===== config.mk =====
export PLATFORM = sky130hd
export DESIGN_NAME = stage_c_execute
export DESIGN_NICKNAME = d
export VERILOG_FILES = /design/src/rtl/stage_c_execute.sv
export SDC_FILE = /design/constraint.sdc
export NUM_CORES = 1
export LEC_CHECK = 0
export CORE_ASPECT_RATIO = 1.25
export CORE_UTILIZATION = 27
export DETAILED_ROUTE_END_ITERATION = 8
export PLACE_DENSITY = 0.57
export SLEW_MARGIN = 20
export SYNTH_ARGS = -nofsm -noshare
export SYNTH_HDL_FRONTEND = slang
export SYNTH_SLANG_ARGS = --single-unit

===== constraint.sdc =====
create_clock -name clk -period 3.8 [get_ports clk]
set_input_delay 0.38 -clock clk [delete_from_list [all_inputs] [get_ports clk]]
set_output_delay 0.38 -clock clk [all_outputs]
set_load 0.005 [all_outputs]

===== src/rtl/stage_c_execute.sv =====
// Execute stage: INC/DEC/IN result computation and OUT/IN byte handshakes ahead of write-back.
// Optional macro EXECUTE_FORWARD_EN adds a one-entry result forward for back-to-back ops on one cell.
module stage_c_execute #(
    parameter int A_WIDTH    = 12,
    parameter int D_WIDTH    = 8,
    parameter int OPCODE_MSB = 7
) (
    input  logic                  clk,
    input  logic                  reset,
    input  logic [OPCODE_MSB:0]   operation_in,
    input  logic [A_WIDTH-1:0]    dp_in,
    input  logic [D_WIDTH-1:0]    d_in,
    input  logic                  drdy_in,
    output logic                  ack,
    output logic [OPCODE_MSB:0]   operation,
    output logic [D_WIDTH-1:0]    a,
    output logic                  drdy,
    input  logic                  ack_in,
    input  logic [D_WIDTH-1:0]    in_data,
    input  logic                  in_valid,
    output logic                  in_ready,
    output logic [D_WIDTH-1:0]    out_data,
    output logic                  out_valid,
    input  logic                  out_ready
);

    // One-hot opcode bit positions shared with the read and write-back stages
    localparam int B_INC = 0;
    localparam int B_DEC = 1;
    localparam int B_OUT = 4;
    localparam int B_IN  = 5;

    localparam logic [1:0] RUN      = 2'd0;
    localparam logic [1:0] WAIT_IN  = 2'd1;
    localparam logic [1:0] WAIT_OUT = 2'd2;

    logic [1:0]          state;
    logic [OPCODE_MSB:0] op_lat;
    logic                hit;
    logic [D_WIDTH-1:0]  opnd;
    logic [D_WIDTH-1:0]  result;
    logic                is_inc, is_dec, is_in, is_out, need_d;
    logic                accept, run_complete;

    assign is_inc = operation_in[B_INC];
    assign is_dec = operation_in[B_DEC];
    assign is_in  = operation_in[B_IN];
    assign is_out = operation_in[B_OUT];
    assign need_d = is_inc | is_dec | is_out;

    assign ack          = (state == RUN) && ack_in && !(need_d && !drdy_in && !hit);
    assign accept       = ack && (|operation_in);
    assign run_complete = accept && !is_out && !(is_in && !in_valid);

    assign in_ready = ((state == RUN) && accept && !is_out && is_in && in_valid) ||
                      ((state == WAIT_IN) && in_valid);

    always_comb begin
        result = opnd;
        if (is_out)
            result = opnd;
        else if (is_in)
            result = in_data;
        else if (is_inc)
            result = opnd + D_WIDTH'(1);
        else if (is_dec)
            result = opnd - D_WIDTH'(1);
    end

`ifdef EXECUTE_FORWARD_EN
    logic               fwd_valid;
    logic [A_WIDTH-1:0] fwd_dp;
    logic [A_WIDTH-1:0] dp_lat;
    logic [D_WIDTH-1:0] fwd_data;

    assign hit  = fwd_valid && (fwd_dp == dp_in);
    assign opnd = hit ? fwd_data : d_in;

    // Track the most recent cell write so a dependent op need not wait for DRAM
    always_ff @(posedge clk or negedge reset) begin
        if (!reset) begin
            fwd_valid <= 1'b0;
            fwd_dp    <= '0;
            fwd_data  <= '0;
            dp_lat    <= '0;
        end else begin
            if ((state == RUN) && run_complete && (is_inc || is_dec || is_in)) begin
                fwd_valid <= 1'b1;
                fwd_dp    <= dp_in;
                fwd_data  <= result;
            end else if ((state == WAIT_IN) && in_valid) begin
                fwd_valid <= 1'b1;
                fwd_dp    <= dp_lat;
                fwd_data  <= in_data;
            end
            if ((state == RUN) && accept && !is_out && is_in && !in_valid)
                dp_lat <= dp_in;
        end
    end
`else
    logic unused_dp;

    assign unused_dp = ^dp_in;
    assign hit       = 1'b0;
    assign opnd      = d_in;
`endif

    always_ff @(posedge clk or negedge reset) begin
        if (!reset) begin
            state     <= RUN;
            op_lat    <= '0;
            operation <= '0;
            a         <= '0;
            drdy      <= 1'b0;
            out_data  <= '0;
            out_valid <= 1'b0;
        end else begin
            operation <= '0;
            drdy      <= 1'b0;
            case (state)
                RUN: begin
                    if (accept) begin
                        if (is_out) begin
                            out_data  <= opnd;
                            out_valid <= 1'b1;
                            op_lat    <= operation_in;
                            state     <= WAIT_OUT;
                        end else if (is_in && !in_valid) begin
                            op_lat <= operation_in;
                            state  <= WAIT_IN;
                        end else begin
                            operation <= operation_in;
                            a         <= result;
                            drdy      <= drdy_in | hit;
                        end
                    end
                end
                WAIT_IN: begin
                    if (in_valid) begin
                        a         <= in_data;
                        operation <= op_lat;
                        drdy      <= 1'b1;
                        state     <= RUN;
                    end
                end
                WAIT_OUT: begin
                    if (out_ready) begin
                        out_valid <= 1'b0;
                        operation <= op_lat;
                        a         <= out_data;
                        drdy      <= 1'b1;
                        state     <= RUN;
                    end
                end
                default: state <= RUN;
            endcase
        end
    end

endmodule


== Word level (Yosys, flattened, before mapping) ==
Cells that the tools add are included.
W data, S select, Z words.

* Add/sub/neg operators: 2
* Equal/unequal tests: 9
* Muxes and demuxes: 33
* Bitwise gates (word level): 2
* Reductions and logical operators: 25

{| class="wikitable"
|+ Operators by type and width
! kind !! number
|-
| $mux W8 || 15
|-
| $pmux W8 S3 || 2
|-
| $ne A2 B2 Y1 const B || 6
|-
| $logic_and A1 B1 Y1 || 10
|-
| $mux W2 || 5
|-
| $add A8 B1 Y8 const B || 1
|-
| $mux W1 || 8
|-
| $reduce_and A4 Y1 || 2
|-
| $reduce_or A8 Y1 || 1
|-
| $sub A8 B1 Y8 const B || 1
|-
| $pmux W2 S3 || 1
|-
| $reduce_and A3 Y1 || 2
|-
| $reduce_and A6 Y1 || 1
|-
| $logic_not A1 Y1 || 4
|-
| $reduce_bool A2 Y1 || 2
|-
| $ne A3 B3 Y1 const B || 1
|-
| $pmux W1 S3 || 1
|-
| $reduce_bool A3 Y1 || 1
|-
| $eq A2 B1 Y1 const B || 1
|-
| $eq A2 B2 Y1 const B || 1
|-
| $logic_not A2 Y1 || 1
|-
| $or A1 B1 Y1 || 2
|-
| $pmux W1 S2 || 1
|-
| $logic_or A1 B1 Y1 || 1
|}

* Flip-flop bits (word level): 36
* Output and inout bits: 28

== Logic depth before layout (Yosys ltp) ==
* Depth in word-level cells: 11
* Gate-level depth with buffers: 8

== Worst setup path before layout ==
OpenSTA, ideal clock, no wires.

* Path kind: input to register
* Start: in d_in[2]
* End: reg a[7]
* Setup time: 0.127 ns
* Arrival time: 1.687 ns
* Data required time: 3.673 ns
* Setup slack: 1.986 ns
* Stages on the path: 6
* Buffers on the path: 1
* Cell sequence: buf_4 -> or4_1 -> nor3_2 -> mux2i_1 -> o41ai_1 -> mux2_1

* Longest elaborated chain between the ends: 8
* Elaborated cells between the ends (all ways): 9

{| class="wikitable"
|+ Ends and longest elaborated chain
! what !! line !! text
|-
| start, declared || 12 || <nowiki>input logic [D_WIDTH-1:0] d_in,</nowiki>
|-
| $sub A8 B1 Y8 || 67 || <nowiki>result = opnd - D_WIDTH'(1);</nowiki>
|-
| $mux W8 || 66 || <nowiki>else if (is_dec)</nowiki>
|-
| $mux W8 (*) || 64 || <nowiki>else if (is_inc)</nowiki>
|-
| $mux W8 (*) || 62 || <nowiki>else if (is_in)</nowiki>
|-
| $mux W8 (*) || 128 || <nowiki>end else if (is_in && !in_valid) begin</nowiki>
|-
| $mux W8 (*) || 123 || <nowiki>if (is_out) begin</nowiki>
|-
| $mux W8 (*) || 122 || <nowiki>if (accept) begin</nowiki>
|-
| $pmux W8 S3 (*) || 120 || <nowiki>case (state)</nowiki>
|-
| end signal, assigned || 133 || <nowiki>a <= result;</nowiki>
|-
| end signal, assigned || 140 || <nowiki>a <= in_data;</nowiki>
|-
| end signal, assigned || 150 || <nowiki>a <= out_data;</nowiki>
|-
| end, declared || 16 || <nowiki>output logic [D_WIDTH-1:0] a,</nowiki>
|}

Every way passes the cells marked *; elsewhere a longest branch is shown, timed or not. The select of a mux whose other input is x is not followed.
A chain may end at the register's enable or synchronous reset.

== Worst setup path in the final report ==
* Start: in operation_in[0]
* End: out in_ready

* Longest elaborated chain between the ends: 11
* Elaborated cells between the ends (all ways): 12

{| class="wikitable"
|+ Ends and longest elaborated chain
! what !! line !! text
|-
| start, declared || 10 || <nowiki>input logic [OPCODE_MSB:0] operation_in,</nowiki>
|-
| $or A1 B1 Y1 (2 in series) || 49 || <nowiki>assign need_d = is_inc | is_dec | is_out;</nowiki>
|-
| $logic_and A1 B1 Y1 || 51 || <nowiki>assign ack = (state == RUN) && ack_in && !(need_d && !drdy_in && !hit);</nowiki>
|-
| $logic_not A1 Y1 || 51 ||
|-
| $logic_and A1 B1 Y1 || 51 ||
|-
| $logic_and A1 B1 Y1 (*) || 52 || <nowiki>assign accept = ack && (|operation_in);</nowiki>
|-
| $logic_and A1 B1 Y1 (*) (4 in series) || 55 || <nowiki>assign in_ready = ((state == RUN) && accept && !is_out && is_in && in_valid) ||</nowiki>
|-
| $logic_or A1 B1 Y1 (*) || 55 ||
|-
| end, declared || 21 || <nowiki>output logic in_ready,</nowiki>
|}

Every way passes the cells marked *; elsewhere a longest branch is shown, timed or not.

==> metrics.csv <==
metric,value,unit
outcome,"finished, final reports clean",
CTS HTree Levels,2,
vias in the first global route,1720,
postcts setup bufs,0,
Crit path required time,3.42,ns
Worst Setup End Kind,output pin,
core area,7060,um2
pwr dens,615,nW/um2
Final period util,75.4,%
n_diodes,0,
register area share after synthesis,45.0,%
"Max FO, Critical Path",12,
Final Routed Wirelength,5.00,mm
R2R Path End,a[7]$_DFFE_PN0P_,
R2R Setup Slk,1.53,ns
largest net degree at the start of global routing,37,
GP Congestion,0.763,
port buffer count,57,
die extent in x,79.0,um
Seq cells post-synth,36,
Max Clk Rate,0.349,GHz
vias per inst,5.03,
Post-synth EDFFs,0,
most frequent CP cell,clkdlybuf4s50_1,
clock skew,0.00872,ns
Syn Area/Cell,9.95,um2
WS Path Type,in -> out,
DR iter-0 viols,102,
Final Hold Violating Endpoints,0,
full die area,7760,um2
crit-path cells,clkdlybuf4s50_1 -> nor3_1 -> o211ai_1 -> inv_1 -> a31oi_1 -> nor2_1 -> clkdlybuf4s50_1,
Boundary Pins,70,
"slowest stage delay, CP",0.61,ns
gr ovfl total,0,
Slew HR,45.5,%
hpwl dp,3.65,mm
Critical Path AT,2.48,ns
Skew-Pair Late Insertion Delay,0.29,ns
total CTS buffers,5,
final setup violation count,0,
ys async rst share,100,%
Clock Tree Root,clkbuf_8,
filler cell count in the final layout,731,
"Reg clk slew, reported paths",0.08,ns
global-route wire length before repair,8.43,mm
DRC viols,0,
Syn Inst Count,201,
clock buffer depth,2,
worst vdd ir,0.231,mV
Post-Syn Area,2000,um2
via count,1751,
post-route ant nets,0,
# rows,34,
"Slew Viols, Final",0,
Netlist cell types,46,
Syn Nets,250,
min cycle time layout,2.86,ns
"Slowest-stage cell, CP",clkdlybuf4s50_1,
Critical Path Start Type,primary input,
RSZ-0062 raised after global routing,false,
All-Layer GR Usage,13.9,%
Worst-Margin Slew,0.817,ns
leakage power,1.12,nW
Syn-to-layout area delta,36.8,%
synth warn,0,
"Top FF cell, synth",dfrtp_1,
Routed WL per cell,14.4,um
Die Height,98.2,um
worst hold path type,in -> async,
first drt pass iteration count,4,
number of max-cap violations,0,
share of layout cells above drive strength 1,11.6,%
clock sink count,36,
hold_buf cts,0,
CTS tree,done,
nets@finish,306,
Starting Density,28.3,%
Critical R2R Launch,state[0]$_DFFE_PN0P_,
initial antenna violation count,0,
setup_tns,0,ns
DP Worst Slack,0.974,ns
fin worst setup slack,0.937,ns
number of gates resized after CTS,0,
R2R depth,7,
-- report_power, final --
part | switching (mW) | internal, mW
clock | 0.148 | 0.130
sequential | 0.0939 | 0.544
combinational | 0.332 | 0.435
-- per-stage QoR --
step	hold slack [ns]	total power [mW]	cell area (um2)	utilization [%]	cells
6_report	0.184	1.68	2740	38.8	348
2_1_floorplan	0.0844	1.05	2000	-	201
5_1_grt	0.244	1.82	2740	38.8	348
3_5_place_dp	0.464	1.42	2650	37.5	340
4_1_cts	0.224	1.70	2740	38.8	348
3_3_place_gp	0.458	1.40	2650	37.5	340
-- layout make-up --
cell class | instances | area (um2) | share of cell area [%]
well taps | 90 | 113 | 4.11
repair buffers | 60 | 588 | 21.5
multi-input cells | 146 | 1010 | 37.0
clock inverters | 3 | 23.8 | 0.868
inverters | 8 | 30.0 | 1.10
flip-flops and latches | 36 | 901 | 32.9
clock buffers | 5 | 68.8 | 2.51
-- critical path, delay by kind of cell --
kind                   cells  cell delay (ns)
buffers and inverters      3             1.24
and+or+nand+nor            2             0.54
AOI/OAI and AO/OA          2             0.31
-- worst max path at each step --
stage,slack [ns],from,cells after the start,endpoint
after global placement,0.99,operation_in[0],7,in_ready
after global routing,0.76,operation_in[0],7,in_ready
after CTS,0.95,operation_in[0],7,in_ready
after floorplan,1.99,d_in[2],6,a[7]$_DFFE_PN0P_
after detailed placement,0.97,operation_in[0],7,in_ready
final,0.94,operation_in[0],7,in_ready
-- logic make-up after synthesis --
kind of cell	Yosys count	synth area share, %
flops	36	45.0
buf+inv	19	4.32
xor+xnor	6	2.63
simple gates	60	15.1
compound gates	58	20.2
mux	15	8.32
fa+ha+maj	7	4.38
-- flip-flops by register name, indices dropped and copies added (netlist names) --
register / flops
out_data: 8
drdy: 1
op_lat: 8
state: 2
a: 8
out_valid: 1
operation: 8
-- layout by cell type, fill, tap and decap left out, types with 6 or more instances in the layout --
master	instances
a21oi_1	8
nor2_1	8
nand2_1	23
a22o_1	10
ha_1	7
o21ai_0	15
clkdlybuf4s50_1	56
a22oi_1	6
inv_1	8
nand3_1	6
dfrtp_1	36
mux2_2	12
-- synth_stat cells, types with 2 or more instances --
library cell,number,area [um2]
o21ai_0,15,75.1
nand2_1,23,86.3
nor3b_1,2,15.0
a221o_1,2,20.0
a22oi_1,6,45.0
o22ai_1,2,12.5
ha_1,7,87.6
nand3b_1,2,15.0
nand2b_1,2,12.5
a21oi_1,8,40.0
buf_2,6,30.0
a22o_1,10,87.6
clkbuf_1,3,11.3
nand3_1,6,30.0
mux2_2,12,135
nor2_1,8,30.0
xnor2_1,5,43.8
nor3_1,4,20.0
nand4_1,4,25.0
inv_1,8,30.0
buf_4,2,15.0
nor2b_1,3,18.8
dfrtp_1,36,901
o31ai_1,2,15.0
mux2i_1,2,20.0
-- per-layer routing --
layer  track usage, %  routed length, um
met5                0                  0
met4             4.62                 53
met2             23.8               2460
met1             17.2               2240
met3             2.80                246
No activity file was read; power rests on OpenSTA's default activity.
